`src/rtl/red_seq_ctrl.sv`:
```
// Byte-pair reduction sequencer: one shared 9-bit adder, 4 cycles start-to-done, ignores start while busy.
// Optional RED_SEQ_ABORT_EN adds an abort input that drops an in-flight sequence back to IDLE.
module red_seq_ctrl #(
  parameter int SEXT_BIT = 9
) (
  input  logic        clk,
  input  logic        rst,
  input  logic        start,
`ifdef RED_SEQ_ABORT_EN
  input  logic        abort,
`endif
  input  logic [15:0] A,
  input  logic [15:0] B,
  output logic        busy,
  output logic        done,
  output logic [15:0] Sum,
  output logic        Error
);

  typedef enum logic [2:0] {IDLE, S_AC, S_BD, S_FIN, DONE} state_t;

  state_t      state;
  logic [15:0] op_a;
  logic [15:0] op_b;
  logic [8:0]  ac;
  logic [8:0]  bd;
  logic [8:0]  add_a;
  logic [8:0]  add_b;
  logic [9:0]  add_sum;
  logic [11:0] tmp;
  logic [15:0] sext_val;
  logic        carry3;
  logic        carry7;
  logic        abort_req;

`ifdef RED_SEQ_ABORT_EN
  assign abort_req = abort;
`else
  assign abort_req = 1'b0;
`endif

  // The single adder; operands steered by state, zero-extended in the byte phases.
  always_comb begin
    add_a = 9'd0;
    add_b = 9'd0;
    case (state)
      S_AC:    begin add_a = {1'b0, op_a[15:8]}; add_b = {1'b0, op_b[15:8]}; end
      S_BD:    begin add_a = {1'b0, op_a[7:0]};  add_b = {1'b0, op_b[7:0]};  end
      S_FIN:   begin add_a = ac;                 add_b = bd;                 end
      default: begin add_a = 9'd0;               add_b = 9'd0;               end
    endcase
  end

  assign add_sum = {1'b0, add_a} + {1'b0, add_b};
  assign tmp     = {2'b00, add_sum};

  // Carry into bit i+1 recovered from sum ^ a ^ b, so no second adder is needed.
  assign carry3 = add_sum[4] ^ ac[4] ^ bd[4];
  assign carry7 = add_sum[8] ^ ac[8] ^ bd[8];

  assign sext_val = tmp[SEXT_BIT] ? (({16{1'b1}} << SEXT_BIT) | {4'b0000, tmp})
                                  : {4'b0000, tmp};

  always_ff @(posedge clk or posedge rst) begin
    if (rst) begin
      state <= IDLE;
      busy  <= 1'b0;
      done  <= 1'b0;
      Sum   <= 16'h0000;
      Error <= 1'b0;
      op_a  <= 16'h0000;
      op_b  <= 16'h0000;
      ac    <= 9'd0;
      bd    <= 9'd0;
    end else begin
      case (state)
        IDLE, DONE: begin
          done <= 1'b0;
          if (start) begin
            op_a  <= A;
            op_b  <= B;
            state <= S_AC;
            busy  <= 1'b1;
          end else begin
            state <= IDLE;
            busy  <= 1'b0;
          end
        end
        S_AC: begin
          if (abort_req) begin
            state <= IDLE;
            busy  <= 1'b0;
          end else begin
            ac    <= add_sum[8:0];
            state <= S_BD;
          end
        end
        S_BD: begin
          if (abort_req) begin
            state <= IDLE;
            busy  <= 1'b0;
          end else begin
            bd    <= add_sum[8:0];
            state <= S_FIN;
          end
        end
        S_FIN: begin
          busy <= 1'b0;
          if (abort_req) begin
            state <= IDLE;
          end else begin
            Sum   <= sext_val;
            Error <= carry3 | carry7;
            state <= DONE;
            done  <= 1'b1;
          end
        end
        default: begin
          state <= IDLE;
          busy  <= 1'b0;
          done  <= 1'b0;
        end
      endcase
    end
  end

endmodule

```
`config.mk`:
```
export PLATFORM = sky130hd
export DESIGN_NAME = red_seq_ctrl
export DESIGN_NICKNAME = d
export VERILOG_FILES = /design/src/rtl/red_seq_ctrl.sv
export SDC_FILE = /design/constraint.sdc
export NUM_CORES = 1
export LEC_CHECK = 0
export CAP_MARGIN = 25
export CORE_AREA = 4 4 85 87
export CTS_CLUSTER_SIZE = 24
export DETAILED_ROUTE_END_ITERATION = 12
export DIE_AREA = 0 0 89 91
export PLACE_DENSITY = 0.76
export SLEW_MARGIN = 40
export SYNTH_ARGS = -nofsm -noshare
export SYNTH_HDL_FRONTEND = slang
export SYNTH_SLANG_ARGS = --single-unit
```
`constraint.sdc`:
```
create_clock -name clk -period 4.3 [get_ports clk]
set_input_delay 1.075 -clock clk [delete_from_list [all_inputs] [get_ports clk]]
set_output_delay 1.075 -clock clk [all_outputs]
set_load 0.03 [all_outputs]
```
==> results by group <==
Place
  • Final weighted congestion in routability-driven placement: roughly 0.9
  • Input/output buffers: 53
  • Hpwl dp: between 4000 and 5000 um

Synthesis
  • Synthesized flop and latch total: 66
  • Cells taking the most area after synthesis: sky130_fd_sc_hd__dfrtp_1, sky130_fd_sc_hd__mux2_2, sky130_fd_sc_hd__a22oi_1, sky130_fd_sc_hd__nand2_1, sky130_fd_sc_hd__ha_1
  • Syn_area_per_cell: 11.5 um2
  • Most instantiated library cell after synthesis: sky130_fd_sc_hd__dfrtp_1
  • Post-synth top area share: 0.509
  • Net count after synthesis: 327
  • EDFF count, synth: 0
  • Number of instances in the synthesized netlist: 282
  • Number of distinct standard cells referenced by the synthesized netlist: 35
  • Cell taking the most area after synthesis: sky130_fd_sc_hd__dfrtp_1
  • Most frequently used flop master after synthesis: sky130_fd_sc_hd__dfrtp_1
  • Synthesized cell area: 3240 um2
  • Share of async-settable or async-resettable flops after synthesis: 1.00
  • Number of warning messages in the yosys log: 0
  • Ranking of synthesized cells by instance count: sky130_fd_sc_hd__dfrtp_1, sky130_fd_sc_hd__mux2_2, sky130_fd_sc_hd__nand2_1, sky130_fd_sc_hd__o21ai_0, sky130_fd_sc_hd__nor2_1
  • Sequential element share of the synthesized area: 0.509

Clock network
  • Number of setup buffers added after CTS: 0
  • Htree depth: 3
  • CTS tree: built
  • Root Driver: sky130_fd_sc_hd__clkbuf_8
  • CTS resizes: 0
  • Clock-pin slew of the registers on the worst-case setup and hold paths: ~0.060 ns
  • Clk_lat worst skew: 0.34 ns
  • Maximum buffer depth of the clock tree: 2
  • Number of clock buffers inserted by TritonCTS: 9
  • Number of clock sinks seen by CTS: 66
  • Total of hold buffers inserted after clock tree synthesis: 0

STA
  • Final number of max-transition violations: 0
  • Max Clk Rate: 296 MHz
  • Post-Route Skew: 0.00632 ns
  • RSZ-0062 raised after global routing: false
  • Setup total negative slack: 0 ns
  • Relative slew margins: 0.551
  • Final hold viol count: 0
  • Part of the cycle the worst path needs: 0.785
  • Post-layout min period: 3.38 ns
  • Worst-margin pin slew: between 0.6 and 0.7 ns
  • Setup-violating endpoint count in the final report: 0

Pwr
  • Power per standard cell area: 878 nW/um2
  • Peak supply drop: roughly 0.44 mV
  • Leakage power: 1.81 nW

Worst hold path
  • Min-Delay Startpoint: Sum[8]
  • Min-Delay Endpoint: Sum[8]
  • Class of the most critical hold timing path: reg -> reg
  • Hold Path Stages: 2

Global route
  • Layer carrying the most global-route usage: met2
  • Global-route met1 utilization: 0.222
  • Met2 usage: 0.257
  • Number of global-route vias before repair: ~2,200
  • Wire length of the first global-routing pass: 10,400 um
  • Largest net degree at the start of global routing: 35
  • Total overflow reported by the global router: 0
  • Met3 Track Usage GR: 0.0489
  • Number of antenna violations at the first check in global routing: 0
  • Total GRT Usage: 0.167

Setup path
  • Critical path endpoint category: register
  • Source of the worst register-to-register timing path: state[1]
  • Critical Path Fanout Max: 12
  • Flop2flop setup slack: approximately 0.9 ns
  • FF-to-FF End: Error
  • Arrival time reported for the critical path endpoint: 3.59 ns
  • Worst-case reg-to-reg path depth: 11
  • Startpoint-to-endpoint class of the critical path: reg -> reg
  • Startpoint Class: register
  • Required @ worst endpoint: ~4.5 ns

Die
  • X dimension of the die: 89 um
  • Number of standard-cell rows in the floorplan: 29
  • Area of the core region: 6350 um2
  • Die Height: 91 um
  • Number of ports placed on the die boundary: 54
  • Die Area: 8100 um2
  • Initial core utilization: 0.511

Layout
  • Antenna cells: 0
  • Fin nets: ~380
  • Final cell utilization of the core: 0.632
  • Number of fill cells in the layout: 486
  • Footprint of the multi-input gates: 1480 um2
  • Layout overhead on the synthesized area: 23.7%
  • Area taken by flip-flops and latches: 1650 um2
  • Proportion of layout cells with a drive suffix above 1: 0.230

Drt
  • Number of vias after detailed routing: 2,209
  • DR pass1 iterations: 4
  • Average via count per standard cell: 5.36
  • Number of DRC markers after the initial detailed-route iteration: 65
  • Final antenna-violating net count: 0
  • DRC violation count after routing: 0
  • Per-cell routed wire length: between 15 and 20 um
  • Total Routed Length: 6240 um

Run status
  • Result of the run: finished clean

Job
  • Max-cap violations: 0
==> routing by layer <==
layer	wire length, um	vias up
met5	0	-
met1	2920	1070
met4	89	0
li1	-	1079
met3	313	8
met2	2920	52
==> metrics by stage <==
stage	power [W]	hold WS, ns	instances	setup slack, ns	cell area, um2
2_1_floorplan	0.00252	0.444	282	0.986	3240
3_3_place_gp	0.00297	0.458	396	0.861	3810
3_5_place_dp	0.00302	0.463	396	0.914	3810
4_1_cts	0.00355	0.479	412	0.898	4010
5_1_grt	0.00381	0.505	412	0.660	4010
6_report	0.00352	0.474	412	0.925	4010
==> sequential cells by signal (all words and copies together), names as in the netlist <==
signal	count
op_a	16
busy	1
bd	9
Sum	10
ac	9
op_b	16
Error	1
done	1
state	3
==> worst max-delay path by stage <==
| stage | cells past startpoint | end | from | slack, ns |
|---|---|---|---|---|
| 4_1_cts | 11 | Error | state[1] | 0.90 |
| 5_1_grt | 11 | Error | state[1] | 0.66 |
| 2_1_floorplan | 12 | Error | state[1] | 0.99 |
| 3_3_place_gp | 9 | Error | state[1] | 0.86 |
| 6_report | 11 | Error | state[1] | 0.92 |
| 3_5_place_dp | 11 | Error | state[1] | 0.91 |
==> power by group <==
group / leakage, nW / switching [W] / internal, W
registers: 0.808 / 0.000207 / 0.000931
logic: 0.899 / 0.00100 / 0.000870
clock network: 0.101 / 0.000214 / 0.000299
total: 1.81 / 0.00142 / 0.00210
==> cell usage in the layout, fill, tap and decap left out, types with 4 or more instances in the layout <==
cell type / instances
sky130_fd_sc_hd__mux2_2: 52
sky130_fd_sc_hd__clkdlybuf4s50_1: 53
sky130_fd_sc_hd__a22oi_1: 16
sky130_fd_sc_hd__clkbuf_8: 11
sky130_fd_sc_hd__nor2_1: 19
sky130_fd_sc_hd__a21oi_1: 4
sky130_fd_sc_hd__a21o_1: 4
sky130_fd_sc_hd__buf_4: 6
sky130_fd_sc_hd__xnor2_1: 7
sky130_fd_sc_hd__xor2_1: 4
sky130_fd_sc_hd__o21ai_0: 20
sky130_fd_sc_hd__nand2_1: 32
sky130_fd_sc_hd__ha_1: 9
sky130_fd_sc_hd__dfrtp_1: 66
==> worst max-delay path, stage by stage (launching register included) <==
cell	delay, ns
sky130_fd_sc_hd__dfrtp_1	0.58
sky130_fd_sc_hd__buf_4	0.29
sky130_fd_sc_hd__mux2_2	0.35
sky130_fd_sc_hd__a22oi_1	0.14
sky130_fd_sc_hd__nor2_1	0.06
sky130_fd_sc_hd__ha_1	0.23
sky130_fd_sc_hd__fa_1	0.41
sky130_fd_sc_hd__a211o_1	0.32
sky130_fd_sc_hd__a211o_1	0.28
sky130_fd_sc_hd__a311oi_2	0.35
sky130_fd_sc_hd__xnor2_1	0.16
sky130_fd_sc_hd__a31oi_1	0.09
==> final cells by class <==
type / count / share of cell area
clock inverter: 2 / 0.00873
multi-input combinational: 192 / 0.370
tap: 77 / 0.0240
timing repair buffer: 59 / 0.143
clock buffer: 14 / 0.0405
sequential: 66 / 0.412
inverter: 2 / 0.00187
==> logic make-up (layout without fill, tap and decap cells) <==
| logic type | Yosys count | in the layout | share of synthesized area |
|---|---|---|---|
| xor gates and xnor gates | 11 | 11 | 0.0297 |
| and+or+nand+nor | 63 | 63 | 0.0857 |
| AOI/OAI and AO/OA | 54 | 54 | 0.111 |
| adders and majority gates | 10 | 10 | 0.0409 |
| buffers and inverters | 24 | 77 | 0.0363 |
| muxes | 54 | 54 | 0.187 |
| DFF | 66 | 66 | 0.509 |
No activity file was read; power rests on OpenSTA's default activity.
==> patch 1, RTL diff (same settings) <==
Re-encode `state_t` (5 states) as one-hot, 5 bits wide.
--- a/src/rtl/red_seq_ctrl.sv
+++ b/src/rtl/red_seq_ctrl.sv
@@ -19,3 +19,3 @@
 
-  typedef enum logic [2:0] {IDLE, S_AC, S_BD, S_FIN, DONE} state_t;
+  typedef enum logic [4:0] {IDLE = 5'b00001, S_AC = 5'b00010, S_BD = 5'b00100, S_FIN = 5'b01000, DONE = 5'b10000} state_t;
 
Function: same outputs for any inputs over 10 cycles, from zero or initial values and one cycle with rst high; not proved beyond that.
==> patch 1 against the unedited design <==
  * Synthesized area decreased by 0.54%
  * Sequential cell count up 2
  * Die area unchanged
  * Wire length rose by 9.8%
  * Design area shrank 0.12%
  * Global-route usage is 2.0 points higher
  * Final cell count grew 15%
  * First-iteration DRC count rose to 3.2 times the old value
  * Via count is 13% higher
  * Worst setup slack got worse by 22 ps
Power is not compared: it rests on default switching activity, and its combinational part moved more than twofold at a synthesized area within 25%.
==> patch 1: results (changes against the unedited design) <==
status finished, final reports clean (unchanged); skew final 9.43 ps (was 6.32 ps); worst relative slew slack 52.6% (was 55.1%); most area-consuming cells after synthesis sky130_fd_sc_hd__dfrtp_1, sky130_fd_sc_hd__nand2_1, sky130_fd_sc_hd__a222oi_1, sky130_fd_sc_hd__ha_1, sky130_fd_sc_hd__mux2_2 (was sky130_fd_sc_hd__dfrtp_1, sky130_fd_sc_hd__mux2_2, sky130_fd_sc_hd__a22oi_1, sky130_fd_sc_hd__nand2_1, sky130_fd_sc_hd__ha_1); Final Instance Count excl. Fillers 473 (was 412); DRT Pass-1 Iters 9 (was 4); Via density 5.29 (was 5.36); detail-routed net length per standard cell 14.5 um (was 15.2 um); sum of net half-perimeters after detailed placement 4960 um (was 4590 um); via count of the first global-routing pass 2486 (was 2195); source-to-sink clock delay at the later pin of the worst-skew pair 350 ps; share of post-route cells with drive strength above 1 10.9% (was 23.0%); placed cell count 457 (was 396); register clock-pin slew on the reported worst setup and hold paths 80 ps (was 60 ps); number of different library cells in the post-synthesis netlist 36 (was 35); sequential cell area fraction in the yosys report 52.8% (was 50.9%); standard cell with the maximum stage delay on the critical path sky130_fd_sc_hd__dfstp_2 (was sky130_fd_sc_hd__dfrtp_1); most common library cells after synthesis sky130_fd_sc_hd__nand2_1, sky130_fd_sc_hd__dfrtp_1, sky130_fd_sc_hd__inv_1 (was sky130_fd_sc_hd__dfrtp_1, sky130_fd_sc_hd__mux2_2, sky130_fd_sc_hd__nand2_1); CP Max Fanout 13 (was 12); violation count after the first detailed-routing iteration 205 (was 65); aggregate global-route resource usage 18.7% (was 16.7%); synthesized instance count 340 (was 282); Routability Congestion 0.852 (was 0.896); Crit path largest cell delay 560 ps (was 580 ps); final net count 436 (was 375); wire length of the first global-routing pass 11700 um (was 10400 um); post-synthesis net count 385 (was 327); data arrival at the endpoint of the critical path 3620 ps (was 3590 ps)
-- patch 1: layout make-up --
class | count | area [sq um]
clock buffer | 9 | 124
clock inverter | 7 | 91.3
fill | 539 | 2340
inverter | 23 | 86.3
multi-input combinational | 229 | 1320
sequential | 68 | 1700
tap | 77 | 96.3
timing repair buffer | 60 | 583
-- patch 1: per-stage QoR --
| stage | cell area [sq um] | hold WS [ps] | util (%) | setup slack, ps | power (mW) |
|---|---|---|---|---|---|
| 2_1_floorplan | 3230 | 445 | - | 1360 | 1.50 |
| 3_3_place_gp | 3790 | 459 | 59.7 | 1120 | 1.70 |
| 3_5_place_dp | 3790 | 466 | 59.7 | 965 | 1.73 |
| 4_1_cts | 4010 | 483 | 63.1 | 902 | 2.31 |
| 5_1_grt | 4010 | 508 | 63.1 | 670 | 2.45 |
| 6_report | 4010 | 478 | 63.1 | 903 | 2.29 |
-- patch 1: power by group --
group / total (mW) / switching [mW] / internal (mW)
sequential: 1.02 / 0.156 / 0.868
clock: 0.572 / 0.248 / 0.324
combinational: 0.691 / 0.412 / 0.279
-- patch 1: routing by layer --
layer  global-route usage, %  routed length, um
met1                    24.1               3010
met3                    5.79                479
met2                    29.6               3230
met4                    6.82                131
met5                       0                  0
-- patch 1: worst paths after layout --
path                           from       to  slack [ps]  cells past startpoint
hold / removal               Sum[4]   Sum[4]         480                      2
min in group asynchronous       rst     done        1160                      2
setup / recovery           state[0]    bd[8]         900                     13
hold reg to reg              Sum[4]   Sum[4]         480                      2
setup reg to reg           state[0]    bd[8]         900                     13
max in group asynchronous       rst  op_b[4]        2410                      3
-- patch 1: worst register-to-register path, stage by stage, from the launching register on --
cell and delay, ps:
sky130_fd_sc_hd__dfstp_2 560, sky130_fd_sc_hd__nor2_1 50, sky130_fd_sc_hd__nand3_1 70, sky130_fd_sc_hd__buf_4 170, sky130_fd_sc_hd__inv_1 160, sky130_fd_sc_hd__buf_4 210, sky130_fd_sc_hd__a222oi_1 420, sky130_fd_sc_hd__inv_1 150
sky130_fd_sc_hd__fa_1 480, sky130_fd_sc_hd__a211oi_2 250, sky130_fd_sc_hd__o31ai_2 150, sky130_fd_sc_hd__a31oi_4 220, sky130_fd_sc_hd__xor2_1 270, sky130_fd_sc_hd__o21ai_1 110
-- patch 1: cell families after synthesis --
logic type / share of synthesized area [%]
flip-flops: 52.8
AND/OR/NAND/NOR: 19.7
multiplexers: 3.14
buffers and inverters: 6.21
XOR/XNOR: 3.76
adder cells (fa/ha/maj): 4.11
AO/OA/AOI/OAI: 10.3
==> patch 2, RTL diff (same settings) <==
Without the edit above. Build with the macro `RED_SEQ_ABORT_EN` defined.
--- a/src/rtl/red_seq_ctrl.sv
+++ b/src/rtl/red_seq_ctrl.sv
@@ -2,2 +2,4 @@
 // Optional RED_SEQ_ABORT_EN adds an abort input that drops an in-flight sequence back to IDLE.
+`define RED_SEQ_ABORT_EN
+
 module red_seq_ctrl #(
Interface: changed (added abort); port bits go from 54 to 55. No check against the original RTL was run, so the function may have changed too.
==> patch 2 against the unedited design <==
  * Fmax is 2.6% higher
  * Critical path depth is 1 lower
  * Via count is 8.6% higher
  * First-iteration DRC count grew to 3.2 times the old value
  * Clock skew is 0.72 ps higher
  * Synthesized area is 2.8% higher
  * Die area stayed put
  * Power is 6.3% lower
  * Highest routed layer unchanged
  * Wire length is 8.1% higher
  * Sequential cell count stayed put
  * Global-route usage is 1.7 points higher
  * Critical endpoint is now Error
  * Design area is 0.90% higher
  * Worst setup slack better by 84 ps
==> patch 2: results (changes against the unedited design) <==
most common library cells after synthesis sky130_fd_sc_hd__dfrtp_1, sky130_fd_sc_hd__mux2_2, sky130_fd_sc_hd__nand2_1 (unchanged); peak supply drop 0.000530 V (was 0.000437 V); routed via count 2398 (was 2209); top routing layer in use met4 (unchanged); Crit path largest cell delay 690 ps (was 580 ps); post-synthesis net count 348 (was 327); sum of net half-perimeters after detailed placement 4970 um (was 4590 um); aggregate global-route resource usage 18.4% (was 16.7%); status finished, final reports clean (unchanged); register clock-pin slew on the reported worst setup and hold paths 70 ps; wire length of the first global-routing pass 11600 um (was 10400 um); skew final 7.04 ps (was 6.32 ps); Routability Congestion 0.885 (was 0.896); buffers added on ports 54 (was 53); standard cell with the maximum stage delay on the critical path sky130_fd_sc_hd__dfrtp_2 (was sky130_fd_sc_hd__dfrtp_1); number of fill cells in the layout 522 (was 486); met3 routed wirelength 320 um (was 313 um); wire length on met2 3000 um (was 2920 um); detail-routed net length per standard cell 15.7 um (was 15.2 um); share of post-route cells with drive strength above 1 19.6% (was 23.0%); CP Max Fanout 23 (was 12); final net count 395 (was 375); number of different library cells in the post-synthesis netlist 37 (was 35); sequential cell area fraction in the yosys report 49.5% (was 50.9%); violation count after the first detailed-routing iteration 209 (was 65); Least-Margin Pin Slew 672 ps (was 671 ps); most area-consuming cells after synthesis sky130_fd_sc_hd__dfrtp_1, sky130_fd_sc_hd__mux2_2, sky130_fd_sc_hd__nand2_1, sky130_fd_sc_hd__a22oi_1, sky130_fd_sc_hd__ha_1 (was sky130_fd_sc_hd__dfrtp_1, sky130_fd_sc_hd__mux2_2, sky130_fd_sc_hd__a22oi_1, sky130_fd_sc_hd__nand2_1, sky130_fd_sc_hd__ha_1); total routed wire length on the met1 layer 3340 um (was 2920 um)
## patch 2: layout make-up
type / instances / area (sq um) / area share [%]
inverter: 2 / 10.0 / 0.247
sequential: 66 / 1650 / 40.8
multi-input combinational: 211 / 1560 / 38.5
clock buffer: 14 / 153 / 3.77
tap: 77 / 96.3 / 2.38
timing repair buffer: 59 / 578 / 14.3
## patch 2: cell families after synthesis
group / after synthesis / synth area share, %
multiplexers: 52 / 17.6
flip-flops: 66 / 49.5
adder cells (fa/ha/maj): 10 / 3.98
AND/OR/NAND/NOR: 74 / 9.68
XOR/XNOR: 8 / 2.52
buffers and inverters: 25 / 3.90
AO/OA/AOI/OAI: 67 / 12.8
## patch 2: through the flow
step / hold slack (ps) / cell area, sq um / worst slack [ps] / std cells
2_1_floorplan: 444 / 3330 / 1220 / 302
3_3_place_gp: 457 / 3890 / 906 / 415
3_5_place_dp: 462 / 3890 / 762 / 415
4_1_cts: 477 / 4050 / 752 / 429
5_1_grt: 502 / 4050 / 800 / 429
6_report: 475 / 4050 / 1010 / 429
## patch 2: routing by layer
layer	track usage, %	up-vias
met1	28.3	1152
met4	6.33	0
li1	-	1158
met2	26.1	78
met3	3.35	10
met5	0	-
## patch 2: final timing paths
| kind | start | endpoint | slack [ps] | cells past startpoint |
|---|---|---|---|---|
| min in group asynchronous | rst | Sum[2] | 1190 | 2 |
| min reg2reg | Sum[1] | Sum[1] | 470 | 2 |
| max in group asynchronous | rst | op_b[10] | 2520 | 3 |
| max | state[0] | Error | 1010 | 10 |
| max reg2reg | state[0] | Error | 1010 | 10 |
| min | Sum[1] | Sum[1] | 470 | 2 |
## patch 2: power breakdown
group	internal (mW)	leakage (nW)	switching [mW]	total [mW]
logic	0.834	0.927	0.921	1.76
registers	0.903	0.813	0.212	1.12
clock network	0.220	0.0766	0.209	0.429
total	1.96	1.82	1.34	3.30
## patch 2: critical path, delay by kind of cell (launching register included)
kind / cells / cell delay [ps]
simple gates: 2 / 680
compound gates: 6 / 1250
buf+inv: 1 / 270
flops: 1 / 690
fa+ha+maj: 1 / 300
